`src/rtl/mul_arbiter.sv`:
```
// Round-robin arbiter that shares one pipelined signed 8x8 multiplier among N_REQ requesters.
// One multiply is issued per cycle through a registered issue stage. A tag pipeline that
// matches the multiplier latency routes each product back to the requester that issued it.
// Optional feature: define MUL_ARB_QOS0_EN to give requester 0 absolute priority.
module mul_arbiter #(
  parameter int unsigned N_REQ   = 4,
  parameter int unsigned MUL_LAT = 5
) (
  input  logic               clk,
  input  logic               rstn,
  input  logic [N_REQ-1:0]   req,
  input  logic [8*N_REQ-1:0] req_w,
  input  logic [8*N_REQ-1:0] req_x,
  output logic [N_REQ-1:0]   gnt,
  output logic [7:0]         mul_w,
  output logic [7:0]         mul_x,
  input  logic [15:0]        mul_y,
  output logic [N_REQ-1:0]   rsp_valid,
  output logic [15:0]        rsp_data,
  output logic               idle
);

  localparam int unsigned IdW  = (N_REQ > 1) ? $clog2(N_REQ) : 1;
  // One stage for the issue register plus one per multiplier stage.
  localparam int unsigned NStg = MUL_LAT + 1;

  logic [IdW-1:0] r_ptr;
  logic [IdW-1:0] w_ptr_d;
  logic           w_accept;
  logic           w_qos_win;
  logic [IdW-1:0] w_gnt_id;
  logic [7:0]     w_sel_w;
  logic [7:0]     w_sel_x;
  logic [7:0]     r_mul_w;
  logic [7:0]     r_mul_x;
  logic [NStg-1:0] r_tag_v;
  logic [IdW-1:0]  r_tag_id [NStg];

`ifdef MUL_ARB_QOS0_EN
  // Requester 0 wins outright whenever it asks.
  assign w_qos_win = req[0];
`else
  assign w_qos_win = 1'b0;
`endif

  // Pick the first requester at or after the pointer, wrapping modulo N_REQ.
  always_comb begin : p_grant
    int unsigned idx;
    idx      = 0;
    w_accept = 1'b0;
    w_gnt_id = '0;
    gnt      = '0;
    if (w_qos_win) begin
      w_accept = 1'b1;
      w_gnt_id = '0;
    end else begin
      // With QoS enabled req[0] is low here, so the search skips requester 0 naturally.
      for (int unsigned k = 0; k < N_REQ; k++) begin
        idx = (int'(r_ptr) + k) % N_REQ;
        if (!w_accept && req[IdW'(idx)]) begin
          w_accept = 1'b1;
          w_gnt_id = IdW'(idx);
        end
      end
    end
    if (w_accept) gnt[w_gnt_id] = 1'b1;
  end

  // Next pointer: one past the winner; QoS wins of requester 0 leave it untouched.
  always_comb begin : p_ptr_next
    w_ptr_d = r_ptr;
    if (w_accept && !w_qos_win) begin
      w_ptr_d = (w_gnt_id == IdW'(N_REQ - 1)) ? '0 : w_gnt_id + 1'b1;
    end
  end

  // Operand mux for the granted requester.
  always_comb begin : p_operand_sel
    w_sel_w = '0;
    w_sel_x = '0;
    for (int unsigned i = 0; i < N_REQ; i++) begin
      if (w_gnt_id == IdW'(i)) begin
        w_sel_w = req_w[8*i +: 8];
        w_sel_x = req_x[8*i +: 8];
      end
    end
  end

  // Pointer and issue-stage registers; operands hold when nothing is accepted.
  always_ff @(posedge clk) begin : p_issue
    if (!rstn) begin
      r_ptr   <= '0;
      r_mul_w <= '0;
      r_mul_x <= '0;
    end else begin
      r_ptr <= w_ptr_d;
      if (w_accept) begin
        r_mul_w <= w_sel_w;
        r_mul_x <= w_sel_x;
      end
    end
  end

  // Tag shift register tracking which requester owns each in-flight product.
  always_ff @(posedge clk) begin : p_tag_pipe
    if (!rstn) begin
      r_tag_v <= '0;
      for (int unsigned i = 0; i < NStg; i++) r_tag_id[i] <= '0;
    end else begin
      r_tag_v     <= {r_tag_v[NStg-2:0], w_accept};
      r_tag_id[0] <= w_gnt_id;
      for (int unsigned i = 1; i < NStg; i++) r_tag_id[i] <= r_tag_id[i-1];
    end
  end

  // Decode the oldest tag into the one-hot response strobe.
  always_comb begin : p_rsp
    rsp_valid = '0;
    if (r_tag_v[NStg-1]) rsp_valid[r_tag_id[NStg-1]] = 1'b1;
  end

  assign mul_w    = r_mul_w;
  assign mul_x    = r_mul_x;
  assign rsp_data = mul_y;
  assign idle     = ~|req & ~|r_tag_v;

endmodule

```
`config.mk`:
```
export PLATFORM = sky130hd
export DESIGN_NAME = mul_arbiter
export DESIGN_NICKNAME = d
export VERILOG_FILES = /design/src/rtl/mul_arbiter.sv
export SDC_FILE = /design/constraint.sdc
export NUM_CORES = 1
export LEC_CHECK = 0
export CAP_MARGIN = 20
export CELL_PAD_IN_SITES_DETAIL_PLACEMENT = 0
export CELL_PAD_IN_SITES_GLOBAL_PLACEMENT = 2
export CORE_ASPECT_RATIO = 0.9
export CORE_MARGIN = 1
export CORE_UTILIZATION = 35
export DETAILED_ROUTE_END_ITERATION = 12
export DONT_BUFFER_PORTS = 1
export PLACE_DENSITY = 0.86
export RECOVER_POWER = 50
export SETUP_SLACK_MARGIN = 0.15
export SLEW_MARGIN = 10
export SYNTH_ARGS = -nofsm -noshare
export SYNTH_HDL_FRONTEND = slang
export SYNTH_SLANG_ARGS = --single-unit
export TNS_END_PERCENT = 100
```
`constraint.sdc`:
```
create_clock -name clk -period 3.9 [get_ports clk]
set_input_delay 0.585 -clock clk [delete_from_list [all_inputs] [get_ports clk]]
set_output_delay 0.585 -clock clk [all_outputs]
set_load 0.02 [all_outputs]
```
# After elaboration in Yosys (flattened, before gate mapping)
# Memories as Yosys holds them, arrays and structs flattened.
# Cells that the tools add are included.
[word_totals]
mem_count = 1
output_inout_bits = 41
ramBits = 12
input_bits = 86
reg_bits = 24
word_cells = 79
[classes]
n_reduce_logical = 13
n_lt_le_gt_ge = 8
n_mux = 39
n_addsub = 4
n_eq_ne = 3
n_bitwise = 7
[mem_list]
columns = ["name", "words", "word_bits", "rd", "rd_clocked_by_memory_dff", "wr", "line", "text"]
rows = [
  ["r_tag_id", 6, 2, 6, 0, 6, "37", "logic [IdW-1:0] r_tag_id [NStg];"],
]
[op_table]
columns = ["operator", "n"]
rows = [
  ["$mux W8", 8],
  ["$mux W2", 11],
  ["$lt A2 B3 Y1 const B", 6],
  ["$mux W1", 12],
  ["$bmux W1 S2", 4],
  ["$mux W4", 2],
  ["$or A1 B1 Y1", 6],
  ["$reduce_or A6 Y1", 1],
  ["$logic_and A1 B1 Y1", 5],
  ["$logic_not A1 Y1", 5],
  ["$add A2 B1 Y2 const B", 2],
  ["$add A2 B2 Y2 const B", 2],
  ["$demux W1 S2", 2],
  ["$eq A2 B2 Y1 const B", 2],
  ["$ge A2 B1 Y1 const B", 2],
  ["$reduce_or A4 Y1", 1],
  ["$eq A2 B1 Y1 const B", 1],
  ["$logic_not A2 Y1", 1],
  ["$and A1 B1 Y1", 1],
]

# Logic depth before layout (Yosys ltp)
[logic_depth]
ltp_word = 17
mapped_depth = 10
depth_no_buf = 7

# Least setup slack after synthesis
# Ideal clock, no wire load.
[synth_timing]
kind = "input to output"
from = "input port req[0]"
to = "output port gnt[2]"
t_required_ns = 3.315
path_slack_ns = 1.057
stages = 8
t_arrival_ns = 2.258
path_cell_list = "or4_1 buf_2 nor2_1 or4_1 ha_1 buf_2 clkbuf_1 and2_1"
[synth_between]
elab_chain_len = 17
elab_cells_between_ends = 28
cone_classes = "2 x order compare; 19 x mux; 7 x reduce/logical"
[synth_rtl]
columns = ["item", "line", "text"]
rows = [
  ["from (decl)", "11", "input logic [N_REQ-1:0] req,"],
  ["$bmux W1 S2", "60", "if (!w_accept && req[IdW'(idx)]) begin"],
  ["$mux W1 (not written as such)", "60", ""],
  ["$mux W1", "60", ""],
  ["$logic_not A1 Y1", "60", ""],
  ["$logic_and A1 B1 Y1", "60", ""],
  ["$mux W1", "60", ""],
  ["$logic_not A1 Y1", "60", ""],
  ["$logic_and A1 B1 Y1", "60", ""],
  ["$mux W1", "60", ""],
  ["$logic_not A1 Y1", "60", ""],
  ["$logic_and A1 B1 Y1", "60", ""],
  ["$mux W2", "60", ""],
  ["$lt A2 B3 Y1 (not written as such) / $ge A2 B1 Y1 (equally long branches)", "66", "if (w_accept) gnt[w_gnt_id] = 1'b1;"],
  ["$logic_and A1 B1 Y1 (not written as such)", "66", ""],
  ["$mux W1 (not written as such)", "66", ""],
  ["$demux W1 S2", "66", ""],
  ["$mux W4 *", "66", ""],
  ["to (decl)", "14", "output logic [N_REQ-1:0] gnt,"],
]
# Every way passes the cells marked *; elsewhere a longest branch is shown, timed or not. The select of a mux whose other input is x is not followed.

# Worst setup path in the final report
[layout_timing]
from = "register r_ptr[1]"
to = "output port gnt[0]"
[layout_between]
elab_chain_len = 17
elab_cells_between_ends = 31
cone_classes = "3 x add/sub; 2 x order compare; 19 x mux; 7 x reduce/logical"
[layout_rtl]
columns = ["item", "line", "text"]
rows = [
  ["from (decl)", "27", "logic [IdW-1:0] r_ptr;"],
  ["from (signal assigned)", "96", "r_ptr <= w_ptr_d;"],
  ["branches (longest 16 deep; another with $lt A2 B3 Y1)", "--", ""],
  ["$mux W4 *", "66", ""],
]
# Mark *: on every way between the ends. The select of a mux whose other input is x is not followed.

==> flow_summary.toml <==
[sta]
min_period_over_period = 0.762
rsz0062_at_grt = "no"
fin_skew_ns = 0.00257
setup_viol = 0
relSlewSlack = 0.549
slew_viol_final = 0
tns_ns = 0
tightest_slew_ns = 0.675
worst_hold_slack_ns = 0.424
setup_ws_ns = 0.928
fmax_ghz = 0.336
hold_viol_final = 0
layout_min_cycle_time_ns = 2.97

[hold_path]
hold_path_class = "in2reg"
min_path_cells = 1
holdPathEnd = "r_tag_id[2][1]"
worstHoldStart = "rstn"

[grt]
grt_pass1_vias = 1352
grt_start_max_net_pins = 41
track_usage = 0.158
overflow = 0
grt_first_pass_wirelength_mm = 6.98
antenna_found_initial = 0

[synthesis]
synth_top_cell_area_share = 0.360
yosysSeqAreaShare = 0.360
synth_top_family_by_area = "compound AO/OA/AOI/OAI gates"
avgSynthCellArea_sq_um = 8.24
yosys-top-cells-area = "dfxtp_1, a221o_1, and2_1"
synthAdderAreaFrac = 0.0250
synth_edf_count = 0
synth_area_leader_cell = "dfxtp_1"
synth_nets = 333
synth.area.mux_share = 0.00500
ys.warnings.count = 0
synthSimpleGateAreaFrac = 0.218
syn_inst = 243
synth_compound_area_frac = 0.246
synth_xor_area_frac = 0
ys.flop_type = "dfxtp_1"
synth.cell_area_sq_um = 2000
synth_seq_cells = 36
async_flop_share = 0
yosysUniqueCellTypes = 30

[final_layout]
drive_gt1_frac = 0.0645
nNetsFinal = 306
antenna_cells = 0
stdcell_area_sq_um = 2050
area_delta_synth_final_pct = 2.19

[routing]
drc = 0
drt-total-wl_mm = 4.76
vias_per_cell = 5.66
drt_pass1_iterations = 4
vias = 1607
wl_per_cell_microns = 16.8
ant_nets = 0
drtIter0Drc = 84

[worst_setup_path]
end_kind = "output port"
start_kind = "register"
reg2reg_from = "r_ptr[1]"
reg2reg_to = "mul_x[0]"
cp.required_ns = 3.31
worstPathMaxFanout = 17
critPathArrivalTime_ns = 2.39
r2r_cells = 8
r2r_slack_ns = 1.19
crit_type = "reg2out"

[placed_design]
placed_area_sq_um = 1890
dp_slack_ns = 1.03
io_buffers = 0
dp_hpwl_mm = 3.44
gp_congestion = 0.781

[pwr]
p_clk_frac = 0.352
max-vdd-ir-drop_mv = 0.348
p_leak_uw = 0.000789
combPwrFrac = 0.256
p_int_uw = 886
power.density_nw_per_um2 = 631
switching_share = 0.314
p_seq_frac = 0.391
switching_power_uw = 405

[clocking]
clk_latency_ns = 0.28
cts.sinks = 36
htree_levels = 2
root_buffer = "clkbuf_8"
ctsResizeCount = 0
holdBufCountCts = 0
cts_setup_buffers = 0
cts_buffer_depth = 2
clk_pin_slew_worst_paths_ns = 0.07
cts-buffers-inserted = 5
cts_tree = "built"

[flow_run]
drv_cap = 0

[floorplanning]
core_sq_um = 5380
die_area_sq_um = 6030
die_h_microns = 73.8
start_util = 0.372
rows = 25
die_x_microns = 81.7
ios = 127

[status]
outcome = "complete, no violations"
power by group through the flow:
stage                     clock, uW  combinational (uW)  sequential, uW
after detailed placement          0                 330             515
after global placement            0                 327             516
after global routing            482                 366             513
final                           455                 331             506
after floorplan                   0                 306             496
after CTS                       465                 332             507
cells by family after synthesis:
logic type,Yosys count
AOI/OAI and AO/OA,74
adders and majority gates,4
DFF,36
buffers and inverters,55
muxes,1
and+or+nand+nor,73
flip-flops by register name (all words and copies together) (netlist names):
signal,count
mul_x,8
r_tag_v,6
mul_w,8
r_tag_id,12
r_ptr,2
worst max-delay path by stage:
| stage | depth (start not counted) | endpoint | slack (ns) | from |
|---|---|---|---|---|
| final | 5 | gnt[0] | 0.93 | r_ptr[1] |
| after global routing | 5 | gnt[0] | 0.74 | r_ptr[1] |
| after CTS | 5 | gnt[0] | 0.92 | r_ptr[1] |
| after detailed placement | 5 | gnt[0] | 1.03 | req[0] |
| after global placement | 5 | gnt[0] | 1.01 | req[0] |
| after floorplan | 8 | gnt[2] | 1.06 | req[0] |
layout make-up:
class / instances / area (sq um)
Multi-Input combinational cell: 152 / 988
Clock inverter: 3 / 90.1
Inverter: 17 / 63.8
Tap cell: 67 / 83.8
Sequential cell: 36 / 721
Timing Repair Buffer: 4 / 30.0
Clock buffer: 5 / 68.8
Fill cell: 563 / 3330
synthesized netlist by cell type, types with 2 or more instances:
| cell type | number |
|---|---|
| a221o_1 | 16 |
| a21oi_1 | 19 |
| clkbuf_1 | 11 |
| ha_1 | 4 |
| inv_1 | 17 |
| o21ai_0 | 13 |
| nand3b_1 | 16 |
| or4_1 | 3 |
| buf_2 | 9 |
| a31oi_1 | 16 |
| and2_1 | 20 |
| nand2b_1 | 2 |
| nand2_1 | 21 |
| buf_4 | 16 |
| buf_6 | 2 |
| nor4_1 | 3 |
| nor2_1 | 4 |
| dfxtp_1 | 36 |
| o21ai_1 | 4 |
cells in the final DEF (no fill, tap or decap), types with 4 or more instances in the layout:
cell      synthesis  routed
dfxtp_1          36      36
ha_1              4       4
clkbuf_8          0       5
and2_0            0       4
nand3b_1         16      16
o21ai_1           4       4
nor2_1            4       4
o21ai_0          13      13
nand2_1          21      21
inv_1            17      17
a31oi_1          16      16
buf_4            16       4
and2_1           20      16
a21oi_1          19      19
a221o_1          16      16
per-layer routing:
metal  wire [microns]  vias up  GRT usage  share of wire
met2             2010       79      0.209           0.42
met1             2250      727      0.227           0.47
met3              457        8     0.0547          0.096
li1                 -      793          -              -
met4               43        0     0.0643         0.0090
met5                0        -          0              0
stage by stage:
stage | total power, uW | util | instances
floorplan | 802 | - | 243
global placement | 843 | 0.351 | 276
detailed placement | 846 | 0.351 | 276
CTS | 1300 | 0.380 | 284
global route | 1360 | 0.380 | 284
finish | 1290 | 0.380 | 284
critical path: stages, from the launching register on:
cell and delay [ns]:
dfxtp_1 0.48, mux2i_1 0.23, nor2_1 0.10, or4_1 0.57
ha_1 0.42, and2_1 0.31
(Power assumes the default switching activity.)
